--- config.mk ---
export PLATFORM = sky130hd
export DESIGN_NAME = dfr_axi_lite_cmd_master
export DESIGN_NICKNAME = d
export VERILOG_FILES = /design/src/rtl/dfr_axi_lite_cmd_master.sv
export SDC_FILE = /design/constraint.sdc
export NUM_CORES = 2
export LEC_CHECK = 0
export CORE_ASPECT_RATIO = 0.8
export CORE_MARGIN = 2
export CORE_UTILIZATION = 61
export DETAILED_ROUTE_END_ITERATION = 8
export PLACE_DENSITY = 0.79
export SLEW_MARGIN = 30
export SYNTH_ARGS = -nofsm -noshare
export SYNTH_HDL_FRONTEND = slang
export SYNTH_SLANG_ARGS = --single-unit
export TNS_END_PERCENT = 30
--- constraint.sdc ---
create_clock -name S_AXI_ACLK -period 11.17 [get_ports S_AXI_ACLK]
set_clock_uncertainty 0.05 [all_clocks]
set_input_delay 2.234 -clock S_AXI_ACLK [delete_from_list [all_inputs] [get_ports S_AXI_ACLK]]
set_output_delay 2.234 -clock S_AXI_ACLK [all_outputs]
set_load 0.05 [all_outputs]
--- src/rtl/dfr_axi_lite_cmd_master.sv ---
// AXI4-Lite command master: runs queued WRITE / READ / READ_CMP / WAIT_BUSY ops against dfr_core_top.
// Define DFR_CMD_TIMEOUT_EN to enable the per-wait-state abort timer (TIMEOUT_CYCLES).
module dfr_axi_lite_cmd_master #(
    parameter int C_M_AXI_ADDR_WIDTH = 30,
    parameter int C_M_AXI_DATA_WIDTH = 32,
    parameter int CMD_FIFO_DEPTH     = 16,
    parameter int RSP_FIFO_DEPTH     = 16,
    parameter int TIMEOUT_CYCLES     = 4096
) (
    input  logic                              S_AXI_ACLK,
    input  logic                              S_AXI_ARESETN,
    input  logic                              cmd_valid,
    output logic                              cmd_ready,
    input  logic [1:0]                        cmd_op,
    input  logic [C_M_AXI_ADDR_WIDTH-1:0]     cmd_addr,
    input  logic [C_M_AXI_DATA_WIDTH-1:0]     cmd_data,
    input  logic [C_M_AXI_DATA_WIDTH-1:0]     cmd_mask,
    output logic                              rsp_valid,
    input  logic                              rsp_ready,
    output logic [C_M_AXI_DATA_WIDTH-1:0]     rsp_data,
    output logic                              rsp_err,
    input  logic                              dfr_busy,
    output logic [15:0]                       mismatch_cnt,
    output logic                              idle,
    output logic [C_M_AXI_ADDR_WIDTH-1:0]     M_AXI_AWADDR,
    output logic                              M_AXI_AWVALID,
    input  logic                              M_AXI_AWREADY,
    output logic [C_M_AXI_DATA_WIDTH-1:0]     M_AXI_WDATA,
    output logic [C_M_AXI_DATA_WIDTH/8-1:0]   M_AXI_WSTRB,
    output logic                              M_AXI_WVALID,
    input  logic                              M_AXI_WREADY,
    input  logic [1:0]                        M_AXI_BRESP,
    input  logic                              M_AXI_BVALID,
    output logic                              M_AXI_BREADY,
    output logic [C_M_AXI_ADDR_WIDTH-1:0]     M_AXI_ARADDR,
    output logic                              M_AXI_ARVALID,
    input  logic                              M_AXI_ARREADY,
    input  logic [C_M_AXI_DATA_WIDTH-1:0]     M_AXI_RDATA,
    input  logic [1:0]                        M_AXI_RRESP,
    input  logic                              M_AXI_RVALID,
    output logic                              M_AXI_RREADY
);
    localparam int AW  = C_M_AXI_ADDR_WIDTH;
    localparam int DW  = C_M_AXI_DATA_WIDTH;
    localparam int CPW = $clog2(CMD_FIFO_DEPTH);
    localparam int RPW = $clog2(RSP_FIFO_DEPTH);

    typedef enum logic [2:0] {
        S_IDLE = 3'd0, S_WR_AW_W = 3'd1, S_WR_B = 3'd2, S_RD_AR = 3'd3,
        S_RD_R = 3'd4, S_WAIT_BUSY = 3'd5, S_RSP = 3'd6
    } state_t;
    typedef enum logic [1:0] {
        OP_WRITE = 2'b00, OP_READ = 2'b01, OP_READ_CMP = 2'b10, OP_WAIT_BUSY = 2'b11
    } op_t;

    state_t          state;
    op_t             cmd_op_mem   [CMD_FIFO_DEPTH];
    logic [AW-1:0]   cmd_addr_mem [CMD_FIFO_DEPTH];
    logic [DW-1:0]   cmd_data_mem [CMD_FIFO_DEPTH];
    logic [DW-1:0]   cmd_mask_mem [CMD_FIFO_DEPTH];
    logic [DW:0]     rsp_mem      [RSP_FIFO_DEPTH];
    logic [CPW:0]    cmd_wr_ptr, cmd_rd_ptr;
    logic [RPW:0]    rsp_wr_ptr, rsp_rd_ptr;
    logic            cmd_empty, cmd_full, cmd_push, cmd_pop;
    logic            rsp_empty, rsp_full, rsp_push, rsp_pop;
    op_t             cur_op;
    logic [DW-1:0]   cur_data, cur_mask, res_data;
    logic            res_err, aw_done, w_done, aw_fin, w_fin, busy_q, busy_fall;

    assign cmd_empty = (cmd_wr_ptr == cmd_rd_ptr);
    assign cmd_full  = (cmd_wr_ptr[CPW] != cmd_rd_ptr[CPW]) &&
                       (cmd_wr_ptr[CPW-1:0] == cmd_rd_ptr[CPW-1:0]);
    assign cmd_ready = !cmd_full;
    assign cmd_push  = cmd_valid && !cmd_full;
    assign cmd_pop   = (state == S_IDLE) && !cmd_empty;

    assign rsp_empty = (rsp_wr_ptr == rsp_rd_ptr);
    assign rsp_full  = (rsp_wr_ptr[RPW] != rsp_rd_ptr[RPW]) &&
                       (rsp_wr_ptr[RPW-1:0] == rsp_rd_ptr[RPW-1:0]);
    assign rsp_valid = !rsp_empty;
    assign rsp_pop   = rsp_ready && !rsp_empty;
    // A full FIFO still accepts a push when the head is popped in the same cycle.
    assign rsp_push  = (state == S_RSP) && (!rsp_full || rsp_ready);
    assign rsp_data  = rsp_valid ? rsp_mem[rsp_rd_ptr[RPW-1:0]][DW-1:0] : '0;
    assign rsp_err   = rsp_valid && rsp_mem[rsp_rd_ptr[RPW-1:0]][DW];

    assign idle      = cmd_empty && (state == S_IDLE);
    assign aw_fin    = aw_done || (M_AXI_AWVALID && M_AXI_AWREADY);
    assign w_fin     = w_done || (M_AXI_WVALID && M_AXI_WREADY);
    assign busy_fall = busy_q && !dfr_busy;

    always_ff @(posedge S_AXI_ACLK) begin
        if (cmd_push) begin
            cmd_op_mem[cmd_wr_ptr[CPW-1:0]]   <= op_t'(cmd_op);
            cmd_addr_mem[cmd_wr_ptr[CPW-1:0]] <= cmd_addr;
            cmd_data_mem[cmd_wr_ptr[CPW-1:0]] <= cmd_data;
            cmd_mask_mem[cmd_wr_ptr[CPW-1:0]] <= cmd_mask;
        end
        if (rsp_push) rsp_mem[rsp_wr_ptr[RPW-1:0]] <= {res_err, res_data};
    end

    always_ff @(posedge S_AXI_ACLK or negedge S_AXI_ARESETN) begin
        if (!S_AXI_ARESETN) begin
            cmd_wr_ptr <= '0;
            cmd_rd_ptr <= '0;
            rsp_wr_ptr <= '0;
            rsp_rd_ptr <= '0;
        end else begin
            if (cmd_push) cmd_wr_ptr <= cmd_wr_ptr + (CPW+1)'(1);
            if (cmd_pop)  cmd_rd_ptr <= cmd_rd_ptr + (CPW+1)'(1);
            if (rsp_push) rsp_wr_ptr <= rsp_wr_ptr + (RPW+1)'(1);
            if (rsp_pop)  rsp_rd_ptr <= rsp_rd_ptr + (RPW+1)'(1);
        end
    end

`ifdef DFR_CMD_TIMEOUT_EN
    localparam int TW = $clog2(TIMEOUT_CYCLES + 1);
    logic [TW-1:0] tmo_cnt;
    logic          in_wait, done_now, tmo_abort;

    always_comb begin
        in_wait  = 1'b1;
        done_now = 1'b0;
        case (state)
            S_WR_AW_W:   done_now = aw_fin && w_fin;
            S_WR_B:      done_now = M_AXI_BVALID;
            S_RD_AR:     done_now = M_AXI_ARREADY;
            S_RD_R:      done_now = M_AXI_RVALID;
            S_WAIT_BUSY: done_now = busy_fall;
            default:     in_wait  = 1'b0;
        endcase
        tmo_abort = in_wait && !done_now && (tmo_cnt == TW'(TIMEOUT_CYCLES - 1));
    end

    // Counter is held at zero outside wait states and on every state change, so it restarts per state.
    always_ff @(posedge S_AXI_ACLK or negedge S_AXI_ARESETN) begin
        if (!S_AXI_ARESETN)                    tmo_cnt <= '0;
        else if (!in_wait || done_now || tmo_abort) tmo_cnt <= '0;
        else                                   tmo_cnt <= tmo_cnt + TW'(1);
    end
`endif

    always_ff @(posedge S_AXI_ACLK or negedge S_AXI_ARESETN) begin
        if (!S_AXI_ARESETN) begin
            state         <= S_IDLE;
            M_AXI_AWADDR  <= '0;
            M_AXI_AWVALID <= 1'b0;
            M_AXI_WDATA   <= '0;
            M_AXI_WSTRB   <= '0;
            M_AXI_WVALID  <= 1'b0;
            M_AXI_BREADY  <= 1'b0;
            M_AXI_ARADDR  <= '0;
            M_AXI_ARVALID <= 1'b0;
            M_AXI_RREADY  <= 1'b0;
            cur_op        <= OP_WRITE;
            cur_data      <= '0;
            cur_mask      <= '0;
            res_data      <= '0;
            res_err       <= 1'b0;
            aw_done       <= 1'b0;
            w_done        <= 1'b0;
            busy_q        <= 1'b0;
            mismatch_cnt  <= '0;
        end else begin
            busy_q <= dfr_busy;
            case (state)
                S_IDLE: if (!cmd_empty) begin
                    cur_op   <= cmd_op_mem[cmd_rd_ptr[CPW-1:0]];
                    cur_data <= cmd_data_mem[cmd_rd_ptr[CPW-1:0]];
                    cur_mask <= cmd_mask_mem[cmd_rd_ptr[CPW-1:0]];
                    res_data <= '0;
                    res_err  <= 1'b0;
                    case (cmd_op_mem[cmd_rd_ptr[CPW-1:0]])
                        OP_WRITE: begin
                            M_AXI_AWADDR  <= cmd_addr_mem[cmd_rd_ptr[CPW-1:0]];
                            M_AXI_WDATA   <= cmd_data_mem[cmd_rd_ptr[CPW-1:0]];
                            M_AXI_WSTRB   <= '1;
                            M_AXI_AWVALID <= 1'b1;
                            M_AXI_WVALID  <= 1'b1;
                            aw_done       <= 1'b0;
                            w_done        <= 1'b0;
                            state         <= S_WR_AW_W;
                        end
                        OP_READ, OP_READ_CMP: begin
                            M_AXI_ARADDR  <= cmd_addr_mem[cmd_rd_ptr[CPW-1:0]];
                            M_AXI_ARVALID <= 1'b1;
                            state         <= S_RD_AR;
                        end
                        default: state <= S_WAIT_BUSY;
                    endcase
                end
                S_WR_AW_W: begin
                    if (M_AXI_AWVALID && M_AXI_AWREADY) begin
                        M_AXI_AWVALID <= 1'b0;
                        aw_done       <= 1'b1;
                    end
                    if (M_AXI_WVALID && M_AXI_WREADY) begin
                        M_AXI_WVALID <= 1'b0;
                        w_done       <= 1'b1;
                    end
                    if (aw_fin && w_fin) begin
                        M_AXI_BREADY <= 1'b1;
                        state        <= S_WR_B;
                    end
                end
                S_WR_B: if (M_AXI_BVALID) begin
                    M_AXI_BREADY <= 1'b0;
                    res_err      <= |M_AXI_BRESP;
                    state        <= S_RSP;
                end
                S_RD_AR: if (M_AXI_ARREADY) begin
                    M_AXI_ARVALID <= 1'b0;
                    M_AXI_RREADY  <= 1'b1;
                    state         <= S_RD_R;
                end
                S_RD_R: if (M_AXI_RVALID) begin
                    M_AXI_RREADY <= 1'b0;
                    res_data     <= M_AXI_RDATA;
                    res_err      <= (|M_AXI_RRESP) || ((cur_op == OP_READ_CMP) &&
                                    ((M_AXI_RDATA | cur_mask) != (cur_data | cur_mask)));
                    state        <= S_RSP;
                end
                S_WAIT_BUSY: if (busy_fall) state <= S_RSP;
                S_RSP: if (rsp_push) begin
                    if (res_err && mismatch_cnt != 16'hFFFF) mismatch_cnt <= mismatch_cnt + 16'd1;
                    state <= S_IDLE;
                end
                default: state <= S_IDLE;
            endcase
`ifdef DFR_CMD_TIMEOUT_EN
            if (tmo_abort) begin
                M_AXI_AWVALID <= 1'b0;
                M_AXI_WVALID  <= 1'b0;
                M_AXI_BREADY  <= 1'b0;
                M_AXI_ARVALID <= 1'b0;
                M_AXI_RREADY  <= 1'b0;
                res_err       <= 1'b1;
                res_data      <= DW'({16'hDEAD, 13'd0, state});
                state         <= S_RSP;
            end
`endif
        end
    end
endmodule
* After elaboration in Yosys (flattened, before gate mapping)
Memories as Yosys holds them, arrays and structs flattened. A register that Yosys moved wholly into a read port is not among the register bits.
Index checks and enable logic that the tools add are counted.
W data, S select, Z words.
** Word-level totals
- Flip-flop bits (word level) :: 207
- RAM bits :: 2064
- Input bits :: 142
- Output and inout port bits :: 153
- Memories kept :: 5
** Operators by class
- Add/subtract/negate cells :: 5
- Equality and inequality tests :: 28
- Mux-type cells :: 43
- Bitwise operators :: 3
- Reductions and logical operators :: 47
** Memory list
- rsp_mem :: depth 16, bits a word 33, read ports 1, clocked after Yosys merged registers in 0, wr ports 1, line 61 : logic [DW:0] rsp_mem [RSP_FIFO_DEPTH];
- cmd_data_mem :: depth 16, bits a word 32, read ports 1, clocked after Yosys merged registers in 0, wr ports 1, line 59 : logic [DW-1:0] cmd_data_mem [CMD_FIFO_DEPTH];
- cmd_mask_mem :: depth 16, bits a word 32, read ports 1, clocked after Yosys merged registers in 1, wr ports 1, line 60 : logic [DW-1:0] cmd_mask_mem [CMD_FIFO_DEPTH];
- cmd_addr_mem :: depth 16, bits a word 30, read ports 1, clocked after Yosys merged registers in 0, wr ports 1, line 58 : logic [AW-1:0] cmd_addr_mem [CMD_FIFO_DEPTH];
- cmd_op_mem :: depth 16, bits a word 2, read ports 1, clocked after Yosys merged registers in 0, wr ports 1, line 57 : op_t cmd_op_mem [CMD_FIFO_DEPTH];
** Operators by type and width (number)
- $mux W32 :: 3
- $or A32 B32 Y32 :: 2
- $pmux W32 S2 :: 1
- $ne A32 B32 Y1 :: 1
- $mux W1 :: 22
- $mux W3 :: 7
- $pmux W3 S7 :: 1
- $add A5 B1 Y5 const B :: 4
- $ne A2 B2 Y1 const B :: 9
- $reduce_and A3 Y1 :: 6
- $add A16 B1 Y16 const B :: 1
- $ne A16 B16 Y1 const B :: 1
- $reduce_and A4 Y1 :: 4
- $logic_and A1 B1 Y1 :: 14
- $pmux W1 S2 :: 7
- $eq A5 B5 Y1 :: 2
- $reduce_bool A2 Y1 :: 5
- $eq A3 B3 Y1 const B :: 3
- $eq A4 B4 Y1 :: 2
- $reduce_and A7 Y1 :: 1
- $eq A3 B2 Y1 const B :: 2
- $logic_not A1 Y1 :: 6
- $pmux W3 S2 :: 1
- $reduce_or A2 Y1 :: 3
- other kinds (12) :: 18

* Depth between registers and ports, before layout
- Word-level depth :: 7
- Mapped depth :: 13

* Worst setup path before layout
OpenSTA, ideal clock, no wires.
- Path kind :: input -> register
- Start point :: input port cmd_valid
- End point :: memory cmd_addr_mem[3][0] (netlist name), enable pin
- Arrival :: 9250 ps
- Data required time :: 10451 ps
- Setup slack :: 1201 ps
- Stages :: 4
- Path buffers :: 1
- Cell sequence :: o21a_1 > clkbuf_1 > nand2_1 > nor3_1
** On the way
- Longest elaborated chain between the ends :: 3
** Ends and longest elaborated chain
- start, declared :: line 12 : input logic cmd_valid,
- $logic_and A1 B1 Y1 :: line 74 : assign cmd_push = cmd_valid && !cmd_full;
- $mux W1 :: line 93 : if (cmd_push) begin
- $mux W1 (not written as such) :: line 95 : cmd_addr_mem[cmd_wr_ptr[CPW-1:0]] <= cmd_addr;
- end, declared :: line 58
No other way between the ends.

* Final worst setup path
- Start point :: register rsp_rd_ptr[0]
- End point :: output port rsp_data[21]
** On the way
- Longest elaborated chain between the ends :: 2
- Elaborated cells between the ends (all ways) :: 3
** Ends and longest elaborated chain
- start, declared :: line 63 : logic [RPW:0] rsp_wr_ptr, rsp_rd_ptr;
- start signal, assigned :: line 112 : if (rsp_pop) rsp_rd_ptr <= rsp_rd_ptr + (RPW+1)'(1);
- $mem_v2 Z16 W33 / $eq A5 B5 Y1 (equally long branches)
- $mux W32 (*) :: line 84 : assign rsp_data = rsp_valid ? rsp_mem[rsp_rd_ptr[RPW-1:0]][DW-1:0] : '0;
- end, declared :: line 20 : output logic [C_M_AXI_DATA_WIDTH-1:0] rsp_data,
Mark *: on every way between the ends. The rest lies on a longest branch, timed or not.

==> results_dict.tcl <==
set metrics [dict create \
    outcome "finished clean" \
    path_common_cell "mux4_2" \
    holdWs_ps 435 \
    hpwl_mm 115 \
    grt_pass1_wl_mm 314 \
    crit_fanout 109 \
    setup_viol 0 \
    switching_share_pct 34.1 \
    syn_nets 4176 \
    wl_per_cell_um 33.6 \
    synth_seq_cells 2303 \
    fin_tns_setup_ps 0 \
    yosys.area.top_type "edfxtp_1" \
    crit_chain "buf_12, mux4_2, mux4_2, and2_1, clkdlybuf4s50_1" \
    grt_pass1_vias 44900 \
    yosysUniqueCellTypes 49 \
    ys_seq_area_share_pct 77.5 \
    critPathTopFamily "buffers and inverters" \
    clk_latency_ps 850 \
    rsz0062_at_grt "false" \
    initial_core_util_pct 61.4 \
    core_um2 143000 \
    finalNetCount 4524 \
    async_flop_share_pct 10.4 \
    fin_crit_sh_pct 60.6 \
    synth_flop_cell "edfxtp_1" \
    worst_ep_arrival_time_ps 4490 \
    synth_area_leaders "edfxtp_1 (71%), mux4_2 (14%), dfrtp_1 (6.8%)" \
    max-vdd-ir-drop_v 0.000223 \
    port_buffers 294 \
    boundaryPins 295 \
    place_congestion 0.848 \
    period_minus_slack_ps 6770 \
    switching_power_uw 9360 \
    wl_mm 217 \
    grtUsageMet2_pct 47.5 \
    critPathBufInv 2 \
    timing.fmax_mhz 148 \
    die_x_um 428 \
    drive_above_1_share_pct 22.9 \
    clkPwrFrac_pct 25.7 \
    vias_per_cell 6.78 \
    synth_area_um2 87600 \
    start_kind "flip-flop" \
    cts_hold_buffers 0 \
    drc 0 \
    slew_headroom_pct 30.3 \
    reg2reg_from "cmd_rd_ptr[0]$_DFFE_PN0P_" \
    hp-start "M_AXI_AWADDR[23]$_DFFE_PN0P_" \
    clock-sinks 2303 \
    grt_use_total_pct 30.0 \
    grt_most_used_layer "met2" \
    clkSlewWorstSetupHoldPaths_ps 60 \
    cts_root_buf "clkbuf_16" \
    avgSynthCellArea_um2 21.8 \
    max_stage_delay_ps 800 \
    crit_slowest_cell "dfrtp_4" \
    synth_edf_count 2064 \
    p_leak_uw 0.0324 \
    cts_tree "built" \
    crit_type "flip-flop to output port" \
    grt_overflow_total 0 \
    hold_violations 0 \
    synthesis.instances 4021 \
    rrSetupSlack_ps 5610 \
    drt_iter0_drc 6109 \
    cp_data_required_time_ps 8890 \
    slew_viol_final 0 \
    yosysMostFrequentCell "edfxtp_1" \
    max-clock-path-buffers 3 \
    grt_use_met1_pct 40.5 \
    tightest_slew_ps 1050 \
    htreeDepth 4 \
    post-cts-setup-buffers 0 \
    firstDrtPassIters 6 \
    core.rowCount 124 \
    cts_resized 0 \
    maxCapViolations 0 \
    holdCritPathClass "flip-flop to flip-flop" \
    intPower_uw 18100 \
    crit_path_start "rsp_rd_ptr[0]$_DFFE_PN0P_" \
    die-area_um2 147000 \
    combPwrFrac_pct 32.3 \
    synth_common_cells "edfxtp_1 (2,064), mux4_2 (549), dfrtp_1 (239), nand2_1 (215), o21ai_1 (158)" \
    yosys_warnings 0 \
    grt_max_degree 161 \
    area_growth_pct 13.6 \
    endpoint_kind "output port" \
    ant_nets 0 \
    power_frac_seq_pct 42.0 \
    synth_top_area_share_pct 70.7 \
    antenna_found_initial 28 \
    vias 43700 \
    cts_made_buffers 203 \
    use_met3_pct 6.53 \
    die_h_um 343 \
    powerDensity_nw_per_um2 276 \
]
-- metal layers --
layer	up-vias	routed length, µm	share of wire (%)
li1	17500	-	-
met5	-	143	0.066
met2	2744	109000	50
met1	23000	77800	36
met3	452	20600	9.5
met4	22	9830	4.5
-- cells in the final DEF (no fill, tap or decap), types with 8 or more instances in the layout --
cell             netlist  layout
clkdlybuf4s50_1        0     292
o21ai_1              158     157
bufinv_16              0      18
inv_1                 14      13
dfrtp_1              239     232
nand3_1               44      43
clkinv_2               0      27
xnor2_1               62      62
nor2_1                24      11
diode_2                0      17
o22ai_1               16      16
ha_1                  13      13
nor2_4                 0      12
a21oi_1               11      10
and3_1                23       8
a22o_1                96      96
edfxtp_1            2064    2064
clkbuf_8               0      17
clkinv_1               0      42
clkbuf_1             124      52
nand2_1              215     215
clkbuf_16              0     206
a221oi_2              64      64
mux4_2               549     549
a221oi_1              32      32
xor2_1                 9       9
nand4_1               43      43
and3_4                 0       9
buf_4                 19      71
and2_1                38      37
-- worst paths after layout --
check,cells after the start,endpoint
worst max-delay path,5,rsp_data[21]
worst min-delay path,2,M_AXI_AWADDR[23]$_DFFE_PN0P_
worst max register to register,12,M_AXI_AWADDR[3]$_DFFE_PN0P_
worst min register to register,2,M_AXI_AWADDR[23]$_DFFE_PN0P_
max in group asynchronous,3,M_AXI_ARADDR[7]$_DFFE_PN0P_
min in group asynchronous,1,mismatch_cnt[9]$_DFFE_PN0P_
-- worst reg2reg max path, cell delays in order (launching register included) --
cell and delay [ps]:
dfrtp_4 410, buf_4 650, buf_4 770, buf_4 640
mux4_2 620, a22o_1 240, a221oi_2 530, ha_1 260
o211ai_1 80, buf_4 340, buf_4 460, nand2_1 260
o21ai_1 90
-- power by group through the flow --
stage / Sequential, µW / Combinational [µW] / Clock, µW
global placement: 11600 / 8480 / 0
finish: 11500 / 8870 / 7060
CTS: 11600 / 8810 / 7100
detailed placement: 11700 / 8660 / 0
floorplan: 11900 / 5620 / 0
global route: 11600 / 9300 / 7420
-- sequential cells by signal (all words and copies together) (netlist names), 16 cells and up --
signal,count
cur_mask,32
cur_data,32
cmd_addr_mem,480
M_AXI_ARADDR,30
cmd_data_mem,512
res_data,32
cmd_mask_mem,512
mismatch_cnt,16
cmd_op_mem,32
rsp_mem,528
M_AXI_AWADDR,30
M_AXI_WDATA,32
-- final cells by class --
class                           count  area [µm²]
Multi-Input combinational cell   1463       18600
Fill cell                        8097       43200
Antenna cell                       17        42.5
Inverter                           15        61.3
Tap cell                         1890        2360
Timing Repair Buffer              383        3820
Clock buffer                      275        5580
Sequential cell                  2303       68000
Clock inverter                    106        1070
-- logic make-up after synthesis --
logic type,count (synthesis),synth area share (%)
adders and majority gates,13,0.186
and+or+nand+nor,423,2.29
buffers and inverters,255,1.46
muxes,551,14.1
DFF,2303,77.5
xor gates and xnor gates,71,0.709
AOI/OAI and AO/OA,405,3.68
-- metrics by stage --
step           std cells  total power (µW)  utilization [%]  area, µm²  setup WS (ps)
2_1_floorplan       4021             17500                -      87600           1200
3_3_place_gp        6042             20100             64.8      92500           5120
3_5_place_dp        6047             20400             65.0      92700           5030
4_1_cts             6428             27500             69.6      99400           4140
5_1_grt             6449             28400             69.7      99500           4120
6_report            6452             27500             69.7      99500           4400
Power figures use the tool's default switching activity.
